<file path="config.mk">
export PLATFORM = sky130hd
export DESIGN_NAME = sdram_port_arb
export DESIGN_NICKNAME = d
export VERILOG_FILES = /design/src/rtl/sdram_arb_pkg.sv /design/src/rtl/rr_arbiter.sv /design/src/rtl/sdram_port_arb.sv
export SDC_FILE = /design/constraint.sdc
export NUM_CORES = 1
export LEC_CHECK = 0
export ABC_AREA = 1
export ABC_CLOCK_PERIOD_IN_PS = 6500
export CAP_MARGIN = 20
export CELL_PAD_IN_SITES_DETAIL_PLACEMENT = 1
export CELL_PAD_IN_SITES_GLOBAL_PLACEMENT = 2
export CORE_MARGIN = 2
export CORE_UTILIZATION = 21
export CTS_BUF_LIST = sky130_fd_sc_hd__clkbuf_2 sky130_fd_sc_hd__clkbuf_4 sky130_fd_sc_hd__clkbuf_8
export CTS_CLUSTER_SIZE = 30
export DETAILED_ROUTE_END_ITERATION = 10
export PLACE_DENSITY = 0.87
export SLEW_MARGIN = 30
export SYNTH_ARGS = -nofsm -noshare
export SYNTH_HDL_FRONTEND = slang
export SYNTH_SLANG_ARGS = --single-unit
</file>
<file path="constraint.sdc">
create_clock -name clk -period 6.5 [get_ports clk]
set_input_delay 1.625 -clock clk [delete_from_list [all_inputs] [get_ports clk]]
set_output_delay 1.625 -clock clk [all_outputs]
set_load 0.02 [all_outputs]
</file>
<file path="src/rtl/sdram_arb_pkg.sv">
// sdram_arb_pkg: shared types for the SDRAM port arbiter.
// FSM encoding and the registered port bundle.
package sdram_arb_pkg;

    localparam int AW = 24;
    localparam int DW = 16;

    typedef logic [1:0] state_t;

    localparam state_t S_IDLE  = 2'd0;
    localparam state_t S_ISSUE = 2'd1;
    localparam state_t S_WAIT  = 2'd2;
    localparam state_t S_GAP   = 2'd3;

    typedef struct packed {
        logic [AW-1:0] addr;
        logic          rd;
        logic          wrl;
        logic          wrh;
        logic [DW-1:0] din;
    } port_t;

endpackage

</file>
<file path="src/rtl/rr_arbiter.sv">
// rr_arbiter: combinational round-robin pick.
// Searches from ptr upward and wraps; returns a one-hot grant.
module rr_arbiter #(
    parameter int N  = 4,
    parameter int PW = (N > 1) ? $clog2(N) : 1
) (
    input  logic [N-1:0]  req,
    input  logic [PW-1:0] ptr,
    output logic [N-1:0]  gnt
);

    logic [PW:0] k;
    logic        found;

    always_comb begin
        gnt   = '0;
        found = 1'b0;
        k     = '0;
        for (int i = 0; i < N; i++) begin
            k = {1'b0, ptr} + (PW+1)'(i);
            if (k >= (PW+1)'(N))
                k = k - (PW+1)'(N);
            if (!found && req[k[PW-1:0]]) begin
                gnt[k[PW-1:0]] = 1'b1;
                found          = 1'b1;
            end
        end
    end

endmodule

</file>
<file path="src/rtl/sdram_port_arb.sv">
// sdram_port_arb: shares one SDRAM controller port between N_REQ
// requesters, turning level req/ack into edge strobes with a low gap.
module sdram_port_arb
    import sdram_arb_pkg::*;
#(
    parameter int N_REQ = 4,
    parameter int AW    = 24,
    parameter int DW    = 16
) (
    input  logic               clk,
    input  logic               rst_n,
    input  logic [N_REQ-1:0]   req,
    input  logic [N_REQ-1:0]   we,
    input  logic [2*N_REQ-1:0] be,
    input  logic [AW*N_REQ-1:0] addr,
    input  logic [DW*N_REQ-1:0] wdata,
    output logic [N_REQ-1:0]   ack,
    output logic [DW-1:0]      rdata,
    output logic [N_REQ-1:0]   grant,
    output logic [AW-1:0]      p_addr,
    output logic               p_rd,
    output logic               p_wrl,
    output logic               p_wrh,
    output logic [DW-1:0]      p_din,
    input  logic [DW-1:0]      p_dout,
    input  logic               p_busy
);

    localparam int PW = (N_REQ > 1) ? $clog2(N_REQ) : 1;

    state_t           state;
    port_t            p_q;
    logic [N_REQ-1:0] grant_q;
    logic [N_REQ-1:0] ack_q;
    logic [DW-1:0]    rdata_q;
    logic [PW-1:0]    ptr;

    logic [N_REQ-1:0] win;
    logic [PW-1:0]    win_idx;
    logic [PW-1:0]    ptr_nxt;
    logic [AW-1:0]    sel_addr;
    logic [DW-1:0]    sel_din;
    logic             sel_we;
    logic [1:0]       sel_be;
    logic             sel_nop;

    rr_arbiter #(
        .N  (N_REQ),
        .PW (PW)
    ) u_rr (
        .req (req),
        .ptr (ptr),
        .gnt (win)
    );

    always_comb begin
        sel_addr = '0;
        sel_din  = '0;
        sel_we   = 1'b0;
        sel_be   = '0;
        win_idx  = '0;
        for (int i = 0; i < N_REQ; i++) begin
            if (win[i]) begin
                sel_addr = addr[i*AW +: AW];
                sel_din  = wdata[i*DW +: DW];
                sel_we   = we[i];
                sel_be   = be[2*i +: 2];
                win_idx  = PW'(i);
            end
        end
    end

    assign ptr_nxt = (win_idx == PW'(N_REQ-1)) ? '0 : win_idx + 1'b1;
    // A write with no byte lanes never touches the port.
    assign sel_nop = sel_we && (sel_be == 2'b00);

    always_ff @(posedge clk or negedge rst_n) begin
        if (!rst_n) begin
            state   <= S_IDLE;
            p_q     <= '0;
            grant_q <= '0;
            ack_q   <= '0;
            rdata_q <= '0;
            ptr     <= '0;
        end else begin
            ack_q <= '0;
            unique case (state)
                S_IDLE: begin
                    if (|req && !p_busy) begin
                        grant_q  <= win;
                        ptr      <= ptr_nxt;
                        p_q.addr <= sel_addr;
                        p_q.din  <= sel_din;
                        p_q.rd   <= !sel_we;
                        p_q.wrl  <= sel_we & sel_be[0];
                        p_q.wrh  <= sel_we & sel_be[1];
                        state    <= sel_nop ? S_WAIT : S_ISSUE;
                    end
                end
                S_ISSUE: begin
                    if (p_busy)
                        state <= S_WAIT;
                end
                S_WAIT: begin
                    if (!p_busy) begin
                        p_q.rd  <= 1'b0;
                        p_q.wrl <= 1'b0;
                        p_q.wrh <= 1'b0;
                        if (p_q.rd)
                            rdata_q <= p_dout;
                        ack_q   <= grant_q;
                        grant_q <= '0;
                        state   <= S_GAP;
                    end
                end
                S_GAP: begin
                    state <= S_IDLE;
                end
                default: begin
                    state <= S_IDLE;
                end
            endcase
        end
    end

    assign ack    = ack_q;
    assign grant  = grant_q;
    assign rdata  = rdata_q;
    assign p_addr = p_q.addr;
    assign p_rd   = p_q.rd;
    assign p_wrl  = p_q.wrl;
    assign p_wrh  = p_q.wrh;
    assign p_din  = p_q.din;

endmodule

</file>
=== After elaboration in Yosys (flattened, before gate mapping) ===
Cells that the tools add are included.

* $add $sub $neg: 8
* Multipliers: 0
* Divide/modulo/power cells: 0
* $lt $le $gt $ge: 12
* Equal/unequal tests: 7
* Shift operators: 0
* Multiplexer cells: 60
* Bitwise logic cells: 6
* Reductions and logical operators: 22

{| class="wikitable"
|+ Operators with widths
! cell !! number
|-
| 24-bit 2-to-1 mux || 4
|-
| 16-bit 2-to-1 mux || 4
|-
| 4-bit 2-to-1 mux || 8
|-
| 2-bit 2-to-1 mux || 15
|-
| 19-bit 2-to-1 mux || 1
|-
| 1-bit 2-to-1 mux || 16
|-
| 2-bit by 3-bit less-than comparator with 1-bit output (second input constant) || 4
|-
| 4-bit bitwise OR || 3
|-
| 3-bit >= comparator (second input constant) || 3
|-
| 1-bit logical AND || 9
|-
| 3-bit AND reduction || 3
|-
| 1-bit binary-select mux with 2-bit select || 4
|-
| 1-bit demux with 2-bit select || 4
|-
| 2-bit by 1-bit >= comparator with 1-bit output (second input constant) || 4
|-
| 2-bit one-hot mux with 4 select lines || 1
|-
| 4-bit one-hot mux with 2 select lines || 1
|-
| 2-bit by 1-bit subtractor with 2-bit output (second input constant) || 4
|-
| 2-bit by 2-bit adder with 3-bit output (second input constant) || 2
|-
| 2-bit equality test (second input constant) || 3
|-
| 2-bit != test (second input constant) || 3
|-
| 3-bit one-hot mux with 2 select lines || 1
|-
| 1-bit logical NOT || 5
|-
| 2-bit logical NOT || 2
|-
| 4-bit OR reduction || 1
|-
| other kinds (9) || 10
|}

* Register bits after elaboration: 71
* Latch bits: 0
* Memory bits (writable): 0
* ROM bits: 0
* Input port bits: 195
* Output and inout port bits: 67
* Word-level logic and storage cells: 125
* Memories kept: 0

=== Longest topological paths before layout ===
Gate-level depths: netlist of run 1.

* Depth in word-level cells: 23
* Gate-level depth with buffers: 18
* Mapped depth without buffers: 18

=== By module ===
From an unflattened synthesis of run 1, not the netlist that was laid out.

* Cell total of the unflattened synthesis: 565
* Area total of the unflattened synthesis: 4468.0 um^2

{| class="wikitable"
|+ By module, submodules not included
! module !! times used !! cells each !! area an instance (um^2) !! seq. area each (um^2)
|-
| sdram_port_arb || 1 || 492 || 4071.4 || 1776.7
|-
| rr_arbiter || 1 || 73 || 396.6 || 0.0
|}

=== Worst setup path before layout of run 1 ===
OpenSTA, ideal clock, no wires.

* Kind: input-to-reg
* Start: input req[1]
* End: register p_q, in the netlist p_addr[17]
* Setup time: 0.124 ns
* Arrival: 2.884 ns
* Required time: 6.376 ns
* Setup slack: 3.492 ns
* Stages: 13
* Path buffers: 2
* Cells stage by stage: nand2_1 -> nand3_1 -> nand2_1 -> nand2_1 -> nor2_4 -> nand2_1 -> nand3_4 -> buf_6 -> buf_2 -> a21oi_1 -> nand3_1 -> o211ai_1 -> nand2_1

* Cells in the longest elaborated chain, start to end: 16
* Elaborated cells between the ends (all ways): 31
* Classes of those cells: 19 x mux; 3 x bitwise; 9 x reduce/logical

{| class="wikitable"
|+ Ends and longest elaborated chain
! what !! RTL line !! RTL
|-
| start: declaration || sdram_port_arb.sv:12 || <nowiki>input logic [N_REQ-1:0] req,</nowiki>
|-
| 1-bit binary-select mux with 2-bit select || rr_arbiter.sv:23 || <nowiki>if (!found && req[k[PW-1:0]]) begin</nowiki>
|-
| 1-bit 2-to-1 mux (not written as such) || rr_arbiter.sv:23 ||
|-
| 1-bit 2-to-1 mux || rr_arbiter.sv:23 ||
|-
| 1-bit logical NOT || rr_arbiter.sv:23 ||
|-
| 1-bit logical AND || rr_arbiter.sv:23 ||
|-
| 1-bit 2-to-1 mux || rr_arbiter.sv:23 ||
|-
| 1-bit logical NOT || rr_arbiter.sv:23 ||
|-
| 1-bit logical AND || rr_arbiter.sv:23 ||
|-
| 1-bit 2-to-1 mux || rr_arbiter.sv:23 ||
|-
| 1-bit logical NOT || rr_arbiter.sv:23 ||
|-
| 1-bit logical AND || rr_arbiter.sv:23 ||
|-
| 4-bit 2-to-1 mux || rr_arbiter.sv:23 ||
|-
| 24-bit 2-to-1 mux (4 in a row) || sdram_port_arb.sv:63 || <nowiki>if (win[i]) begin</nowiki>
|-
| end: declaration || sdram_port_arb.sv:32 || <nowiki>port_t p_q;</nowiki>
|}

Several ways; a longest one is shown, not always the timed one. The select of a mux whose other input is x is not followed.
A chain may end at the register's enable or synchronous reset.

=== Final worst setup path of run 1 ===
* Start: input req[1]
* End: register p_q, in the netlist p_addr[22]

Same word-level chain as after synthesis.

==> results_dict.tcl, run 1 <==
set metrics [dict create \
    status "complete, no violations" \
    cts_hold_buf 0 \
    worstMarginPinSlew_ns 0.8970 \
    start_util_pct 21.27 \
    rr_endpoint "p_addr[22]" \
    critical_path.n_buffers_inverters 2 \
    dp_cells 1067 \
    dr.pass1.iters 4 \
    cp-startpoint "req[1]" \
    cp-endpoint "p_addr[22]" \
    crit_required_ns 6.80 \
    cts_resized 0 \
    design.portCount 262 \
    reg2reg_from "ptr[0]" \
    grt_pass1_wl_um 30260 \
    routabilityCongestion 0.7981 \
    crit_path_start_kind "input port" \
    synth_edf_count 0 \
    yosys_warnings 0 \
    irDropWorstVdd_mv 0.1975 \
    layout-drive-gt1-share_pct 7.257 \
    drv_cap 0 \
    clk_latency_ns 0.37 \
    drcViolationCount 0 \
    cts_buffers 9 \
    worst-r2r-cell-count 15 \
    n_antenna_cell 0 \
    cts_setup_buffers 0 \
    cpMaxStageDelayCell "nor3_4" \
    netlist_area_mm2 0.004277 \
    synth_flop_cell "dfrtp_1" \
    crit_chain "clkdlybuf4s50_1, nand2_1, nand3_1, nand2_1, nand2_1, nor2_4, nand2_1, nand3_4, nor3_4, buf_12, nand2_1, nand3_1, o211ai_1, nand2_1" \
    antenna_found_initial 0 \
    syn_inst 559 \
    synth_most_common_cell "nand2_1" \
    min_period_over_period_pct 62.19 \
    crit_path_max_incr_delay_ns 0.64 \
    crit_family "simple AND/OR/NAND/NOR gates" \
    slew-limit-headroom_pct 40.05 \
    arrival_ns 4.34 \
    postRouteWirelength_um 19290 \
    clk_pin_slew_ns 0.08 \
    ys_ff_latch 71 \
    grt_use_total_pct 18.12 \
    fin_nets 1013 \
    crit_path_frequent_cell "nand2_1" \
    slew_violations 0 \
    syn2layout_area_growth_pct 72.26 \
    die-area_mm2 0.02152 \
    cp_max_fo 30 \
    synth_common_cells "209 x nand2_1, 71 x dfrtp_1, 61 x nand3_1, 50 x a21oi_1, 40 x o211ai_1" \
    final-hold-violation-count 0 \
    ctsHtreeMaxLevel 3 \
    fmax_mhz 247.4 \
    dieWidth_um 146.7 \
    die_h_um 146.7 \
    final_cell_count_no_fill 1083 \
    first_global_vias 5289 \
    grt_max_degree 72 \
    gr-total-overflow 0 \
    drt_first_iter_violations 141 \
    vias 4894 \
    cts_tree "yes" \
    avgSynthCellArea_um2 7.650 \
    synth_top_area_share_pct 41.54 \
    setup_viol 0 \
    fin_crit_ns 4.042 \
    synth_area_leaders "dfrtp_1 42%, nand2_1 18%, nand3_1 7.1%" \
    synth-async-reset-ratio_pct 100.0 \
    crit_path_end_kind "flip-flop" \
    hold_path_class "flip-flop to flip-flop" \
    critical_path_class "input port to flip-flop" \
    hpwl_um 14380 \
    syn-num-nets 764 \
    reg2reg_slack_ns 3.21 \
    synth_top_area_cell "dfrtp_1" \
    port_buffers 261 \
    critical_path_depth 14 \
    skew_ns 0.01827 \
    synth.distinct_cells 26 \
    vias_per_cell 4.519 \
    rows 52 \
    clk_path_buf_depth 2 \
    wl_per_cell_um 17.81 \
    grt_setup_unrepaired "false" \
    cts.sinks 71 \
    yosysSeqAreaShare_pct 41.54 \
    cts-root-buf "clkbuf_8" \
    p_per_area_mw_per_mm2 500.5 \
    postRouteAntennaNets 0 \
    p_leak_nw 3.247 \
    core_area_mm2 0.02010 \
    tns_ns 0 \
]
[sequential cells by signal (all words and copies together) (netlist names)]
signal	cells
p_addr	24
p_din	16
rdata	16
ack	4
grant	4
ptr	2
state	2
p_rd	1
p_wrh	1
p_wrl	1
[per-stage QoR]
| step | hold WS, ns | power [mW] | worst slack, ns | cell area, um^2 | utilization [%] |
|---|---|---|---|---|---|
| floorplan | 0.4769 | 2.357 | 3.492 | 4277 | - |
| global placement | 0.4619 | 3.266 | 2.054 | 7138 | 35.51 |
| detailed placement | 0.4658 | 3.315 | 2.040 | 7142 | 35.52 |
| CTS | 0.4875 | 3.760 | 2.417 | 7367 | 36.64 |
| global route | 0.5102 | 4.040 | 2.112 | 7367 | 36.64 |
| finish | 0.4827 | 3.687 | 2.458 | 7367 | 36.64 |
[cells by family after synthesis]
logic type / synth area share (%)
and+or+nand+nor: 29.93
AOI/OAI and AO/OA: 14.77
DFF: 41.54
buffers and inverters: 6.612
muxes: 4.213
adders and majority gates: 2.926
[where the power goes]
group | total [mW] | internal [mW] | switching, mW
clock network | 0.420 | 0.223 | 0.197
registers | 0.738 | 0.628 | 0.110
logic | 2.53 | 0.982 | 1.55
total | 3.69 | 1.83 | 1.85
[final cells by class]
cell class / count / area, um^2
clock buffers: 10 / 131.4
clock inverters: 6 / 93.84
fillers: 2409 / 12740
inverters: 31 / 116.4
multi-input cells: 426 / 2225
flip-flops and latches: 71 / 1777
well taps: 270 / 337.8
repair buffers: 269 / 2686
[worst reg2reg max path, stage by stage (launching register included)]
cell and delay (ns):
dfrtp_1 0.55, inv_2 0.17, ha_1 0.37, inv_1 0.09, nand3_1 0.08, nand2_1 0.10
nand2_4 0.11, nor2_4 0.05, nand2_1 0.09, nand3_4 0.32, nor3_4 0.64, buf_12 0.27
nand2_1 0.09, nand3_1 0.08, o211ai_1 0.10, nand2_1 0.10
[how the worst min path moves through the flow]
stage / from / endpoint / cells after the start
2_1_floorplan: state[0] / state[0] / 2
3_3_place_gp: p_din[3] / p_din[3] / 2
3_5_place_dp: p_addr[23] / p_addr[23] / 2
4_1_cts: p_addr[23] / p_addr[23] / 2
5_1_grt: p_addr[20] / p_addr[20] / 2
6_report: p_addr[20] / p_addr[20] / 2
[cell usage in the layout (no fill, tap or decap), drive strengths merged]
cell type	count
mux2	16
clkinvlp	1
buf	9
bufinv	2
nand3	66
clkdlybuf4s50	260
a21oi	50
dfrtp	71
clkbuf	10
o211ai	40
nor3	1
ha	10
a21o	1
nor2	14
o22ai	3
o21ai	11
clkinv	6
inv	28
nand2	213
nor4	1
[per-layer routing]
| layer | GRT usage (%) | up-vias | wire length [um] |
|---|---|---|---|
| met5 | 0 | - | 0 |
| met2 | 32.04 | 186 | 9627 |
| met4 | 3.981 | 0 | 247 |
| met1 | 22.40 | 2324 | 8170 |
| met3 | 4.348 | 18 | 1241 |
| li1 | - | 2366 | - |
Power figures use the tool's default switching activity.
==> run 2: changes to the inputs <==
ABC_CLOCK_PERIOD_IN_PS = 3400   (was 6500)
CORE_UTILIZATION = 18   (was 21)
PLACE_DENSITY = 0.79   (was 0.87)
clock period = 3.4 ns   (was 6.5 ns; I/O delays follow)
==> run 2 against run 1 <==
Net effect: combinational power is 95% higher; via count is 1.5% lower; final cell count is 4.9% higher; sequential power is 90% higher; utilization is 4.8 points lower; final area is 1.3% higher; critical path type is now flip-flop to flip-flop.
==> results_dict.tcl, run 2 (synthesis results as in run 1) <==
set metrics [dict create \
    cts-root-buf "clkbuf_8" \
    crit_path_start_kind "flip-flop" \
    worstMarginPinSlew_ns 0.7022 \
    grt_use_total_pct 14.75 \
    antenna_found_initial 0 \
    setup_viol 0 \
    final_cell_area_mm2 0.007461 \
    hold_path_class "flip-flop to flip-flop" \
    vias_per_cell 4.244 \
    slew-limit-headroom_pct 53.18 \
    clkPwrFrac_pct 10.4 \
    clk_pin_slew_ns 0.09 \
    slew_violations 0 \
    vias 4821 \
    mostFrequentLayoutCells "260 x clkdlybuf4s50_1, 208 x nand2_1, 71 x dfrtp_1" \
    gr-total-overflow 0 \
    cts.sinks 71 \
    p_int_mw 3.493 \
    critical_path.n_buffers_inverters 3 \
    largest_reg_flops 24 \
    core_area_mm2 0.02340 \
    syn2layout_area_growth_pct 74.46 \
    first_global_vias 5117 \
    ctsHtreeMaxLevel 3 \
    crit_path_frequent_cell "nand2_1" \
    p_leak_nw 3.258 \
    grt_max_degree 72 \
    postRouteWirelength_um 19120 \
    crit_path_max_incr_delay_ns 0.57 \
    clk_latency_ns 0.37 \
    combPwrFrac_pct 69.8 \
    layout-drive-gt1-share_pct 7.711 \
    seq_power_share_pct 19.8 \
    cts_setup_buffers 0 \
    p_switching_mw 3.580 \
    routabilityCongestion 0.7664 \
    status "complete, no violations" \
    fmax_mhz 353.7 \
    fin_nets 1017 \
    cts_buffers 9 \
    fillers 2822 \
    grt_pass1_wl_um 28080 \
    drcViolationCount 0 \
    placed_cell_area_mm2 0.007258 \
    grt_setup_unrepaired "false" \
    rows 56 \
    irDropWorstVdd_mv 0.5213 \
    drv_cap 0 \
    cp_max_fo 25 \
    clk_path_buf_depth 2 \
    final_cell_count_no_fill 1136 \
    cts_hold_buf 0 \
    dieWidth_um 158.1 \
    multiInputGateArea_mm2 0.002225 \
    switching_share_pct 50.61 \
    crit_family "simple AND/OR/NAND/NOR gates" \
    tns_ns 0 \
    final-hold-violation-count 0 \
    fin_crit_ns 2.827 \
    n_antenna_cell 0 \
    dr.pass1.iters 4 \
    crit_required_ns 3.70 \
    postRouteAntennaNets 0 \
    critical_path_class "flip-flop to flip-flop" \
    p_per_area_mw_per_mm2 948.0 \
    cts_resized 0 \
    design.portCount 262 \
    arrival_ns 3.12 \
    drt_first_iter_violations 221 \
    skew_ns 0.01243 \
    wl_per_cell_um 16.83 \
    die-area_mm2 0.02501 \
    crit_chain "inv_2, ha_1, inv_1, nand3_1, nand2_1, nand2_4, nor2_4, nand2_1, nand3_4, buf_4, a21oi_1, nand3_1, o211ai_1, nand2_1" \
    cts_tree "yes" \
    power_mw 7.073 \
    start_util_pct 18.27 \
    cpMaxStageDelayCell "dfrtp_1" \
    hpwl_um 13950 \
    crit_path_end_kind "flip-flop" \
    die_h_um 158.1 \
    seq_area_mm2 0.001777 \
    min_period_over_period_pct 83.16 \
    final_common_cell "clkdlybuf4s50_1" \
    dp_cells 1120 \
    port_buffers 261 \
]
run 2: cell types whose count changed in the layout (fill, tap and decap cells not counted):
| cell | delta |
|---|---|
| buf_4 | +2 |
| clkbuf_4 | -1 |
| clkinv_4 | -2 |
| clkinvlp_4 | +2 |
| buf_12 | +2 |
| inv_6 | +2 |
| bufinv_16 | -1 |
run 2: area by class of cell:
cell class | instances | area share [%]
sequential | 71 | 23.81
timing repair buffer | 273 | 36.74
inverter | 31 | 1.560
tap | 319 | 5.350
multi-input combinational | 426 | 29.82
clock inverter | 7 | 1.057
clock buffer | 9 | 1.660
run 2: final timing paths:
check	start	to	slack (ns)	cells after the start
worst max-delay path	ptr[0]	p_din[4]	0.57	14
worst min-delay path	p_din[4]	p_din[4]	0.48	2
worst max register to register	ptr[0]	p_din[4]	0.57	14
worst min register to register	p_din[4]	p_din[4]	0.48	2
max in group asynchronous	rst_n	p_addr[21]	2.42	1
min in group asynchronous	rst_n	p_addr[3]	0.49	1
run 2: per-layer routing:
layer,up-vias,global-route usage (%),share of wire [%]
met1,2277,17.59,43
met5,-,0,0
met3,14,4.024,6.9
li1,2375,-,-
met4,0,3.689,1.0
met2,155,26.17,49
run 2: worst register-to-register path, stage by stage (launching register included):
cell and delay, ns:
dfrtp_1 0.57, inv_2 0.18, ha_1 0.39, inv_1 0.12, nand3_1 0.09, nand2_1 0.14
nand2_4 0.09, nor2_4 0.13, nand2_1 0.10, nand3_4 0.18, buf_4 0.37, a21oi_1 0.12
nand3_1 0.10, o211ai_1 0.10, nand2_1 0.09
run 2: power by group through the flow:
stage,clock network [mW],logic [mW],registers (mW)
final,0.732,4.94,1.40
after global routing,0.806,5.49,1.46
after CTS,0.777,5.07,1.41
after detailed placement,0,5.05,1.42
after global placement,0,4.99,1.41
after floorplan,0,2.71,1.80
run 2: metrics by stage:
step | hold WS, ns | setup slack (ns) | utilization (%)
after global placement | 0.4619 | 0.3084 | 31.00
after global routing | 0.5185 | 0.3301 | 31.88
after detailed placement | 0.4652 | 0.2749 | 31.01
final | 0.4814 | 0.5726 | 31.88
after CTS | 0.4868 | 0.5033 | 31.88
after floorplan | 0.4769 | 1.129 | -
==> run 3: changes to the inputs <==
ABC_CLOCK_PERIOD_IN_PS = 2600   (was 3400)
clock period = 2.6 ns   (was 3.4 ns; I/O delays follow)
==> run 3 against run 2 <==
Net effect: maximum frequency is 19% higher; utilization is 1.7 points higher; combinational power is 52% higher; final cell count is 2.6% higher; final area is 5.2% higher; sequential power is 29% higher; critical path depth is 3 higher; global-route usage is 0.17 points lower; clock-buffer cell count stayed put.
==> results_dict.tcl, run 3 (synthesis results as in run 1) <==
set metrics [dict create \
    final_common_cell "clkdlybuf4s50_1" \
    drcViolationCount 0 \
    p_leak_nw 3.498 \
    core_area_mm2 0.02340 \
    crit_path_frequent_cell "nand2_1" \
    port_buffers 261 \
    critical_path.n_buffers_inverters 5 \
    skew_ns 0.01007 \
    cpMaxStageDelayCell "dfrtp_1" \
    drv_cap 0 \
    postRouteAntennaNets 0 \
    irDropWorstVdd_mv 0.5617 \
    postRouteWirelength_um 19800 \
    dr.max_layer_used "met4" \
    syn2layout_area_growth_pct 83.62 \
    drt_first_iter_violations 234 \
    switching_share_pct 47.88 \
    worstMarginPinSlew_ns 0.5171 \
    fmax_mhz 420.9 \
    grt_max_degree 42 \
    routabilityCongestion 0.7683 \
    layout-drive-gt1-share_pct 11.22 \
    cts_tree "yes" \
    crit_path_end_kind "flip-flop" \
    crit_path_start_kind "flip-flop" \
    wl_met2_um 9649 \
    antenna_found_initial 0 \
    ctsHtreeMaxLevel 3 \
    hold_slack_ns 0.2462 \
    final-hold-violation-count 0 \
    status "complete, no violations" \
    cts-root-buf "clkbuf_8" \
    crit_path_max_incr_delay_ns 0.41 \
    dr_wl_met3_um 1230 \
    clkPwrFrac_pct 10.2 \
    wl_per_cell_um 16.98 \
    cts.sinks 71 \
    grt_setup_unrepaired "false" \
    fin_crit_ns 2.376 \
    setup_viol 0 \
    combPwrFrac_pct 72.4 \
    design.portCount 262 \
    p_switching_mw 4.971 \
    hold_path_class "input port to asynchronous set/reset pin" \
    min_period_over_period_pct 91.38 \
    die_h_um 158.1 \
    cts_buffers 9 \
    slew_violations 0 \
    worst-r2r-cell-count 17 \
    critical_path_depth 17 \
    gr-total-overflow 0 \
    final_cell_count_no_fill 1166 \
    mostFrequentLayoutCells "256 x clkdlybuf4s50_1, 207 x nand2_1, 71 x dfrtp_1" \
    final_cell_area_mm2 0.007853 \
    slew-limit-headroom_pct 65.21 \
    crit_required_ns 2.89 \
    vias_per_cell 4.236 \
    rows 56 \
    grt_pass1_wl_um 27990 \
    dp_cells 1142 \
    first_global_vias 5063 \
    clk_latency_ns 0.36 \
    clk_pin_slew_ns 0.09 \
    fin_nets 1047 \
    n_antenna_cell 0 \
    start_util_pct 18.27 \
    dieWidth_um 158.1 \
    die-area_mm2 0.02501 \
    hpwl_um 14180 \
    vias 4939 \
    clk_path_buf_depth 2 \
    crit_chain "inv_1, ha_4, inv_1, nand3_1, nand2_1, nand2_4, nor2_4, nand2_1, nand3_2, inv_2, nor3_4, buf_6, buf_8, nand2_1, nand3_1, o211ai_1, nand2_1" \
    p_per_area_mw_per_mm2 1322 \
    placed_cell_area_mm2 0.007495 \
    critical_path_class "flip-flop to flip-flop" \
    dr.pass1.iters 4 \
    crit_family "simple AND/OR/NAND/NOR gates" \
    wl_met1_um 8674 \
    largest_reg_flops 24 \
    cp_max_fo 10 \
    grt_use_total_pct 14.58 \
    p_int_mw 5.411 \
    arrival_ns 2.67 \
    seq_power_share_pct 17.4 \
]
run 3: cell types whose count changed in the layout (fill, tap and decap cells not counted), sizes merged:
cell           previous run  this run
clkdlybuf4s50           260       256
buf                      13        41
bufinv                    1         2
clkinv                    4         5
dlymetal6s2s              0         4
clkbuf                    9        11
clkinvlp                  3         1
run 3: layout make-up:
| class | count | area (um^2) |
|---|---|---|
| fillers | 2819 | 15550 |
| repair buffers | 303 | 3094 |
| multi-input cells | 426 | 2240 |
| flip-flops and latches | 71 | 1777 |
| well taps | 319 | 399.1 |
| clock buffers | 9 | 123.9 |
| inverters | 31 | 116.4 |
| clock inverters | 7 | 102.6 |
run 3: what timing repair did:
item / in CTS / in global routing
setup endpoints to repair: 0 / 35
gates resized for setup: 0 / 8
buffers inserted: 0 / 5
hold buffers: 0 / 0
run 3: final timing paths:
check	start	end	slack, ns
min reg2reg	p_addr[1]	p_addr[1]	0.48
max in group asynchronous	rst_n	p_din[15]	1.75
min in group clk	p_addr[1]	p_addr[1]	0.48
max reg2reg	ptr[1]	p_din[12]	0.22
max	ptr[1]	p_din[12]	0.22
min	rst_n	p_addr[3]	0.25
run 3: metrics by stage:
step	utilization (%)	worst slack [ns]	power (mW)	TNS, ns
after floorplan	-	0.3288	5.893	0
after global placement	32.03	-0.1987	8.948	-7.511
after detailed placement	32.03	-0.2619	9.019	-9.788
after CTS	32.99	0.1387	10.14	0
after global routing	33.55	0.01902	11.34	0
final	33.55	0.2242	10.38	0
run 3: metal layers:
layer	global-route usage, %	up-vias
met5	0	-
met4	3.604	0
met3	3.915	13
met2	25.34	159
met1	17.87	2335
li1	-	2432
run 3: power by group through the flow:
stage	sequential (mW)	clock (mW)	combinational, mW
final	1.81	1.06	7.51
after global routing	1.86	1.15	8.32
after CTS	1.82	1.11	7.21
after detailed placement	1.83	0	7.19
after global placement	1.81	0	7.14
after floorplan	2.35	0	3.54
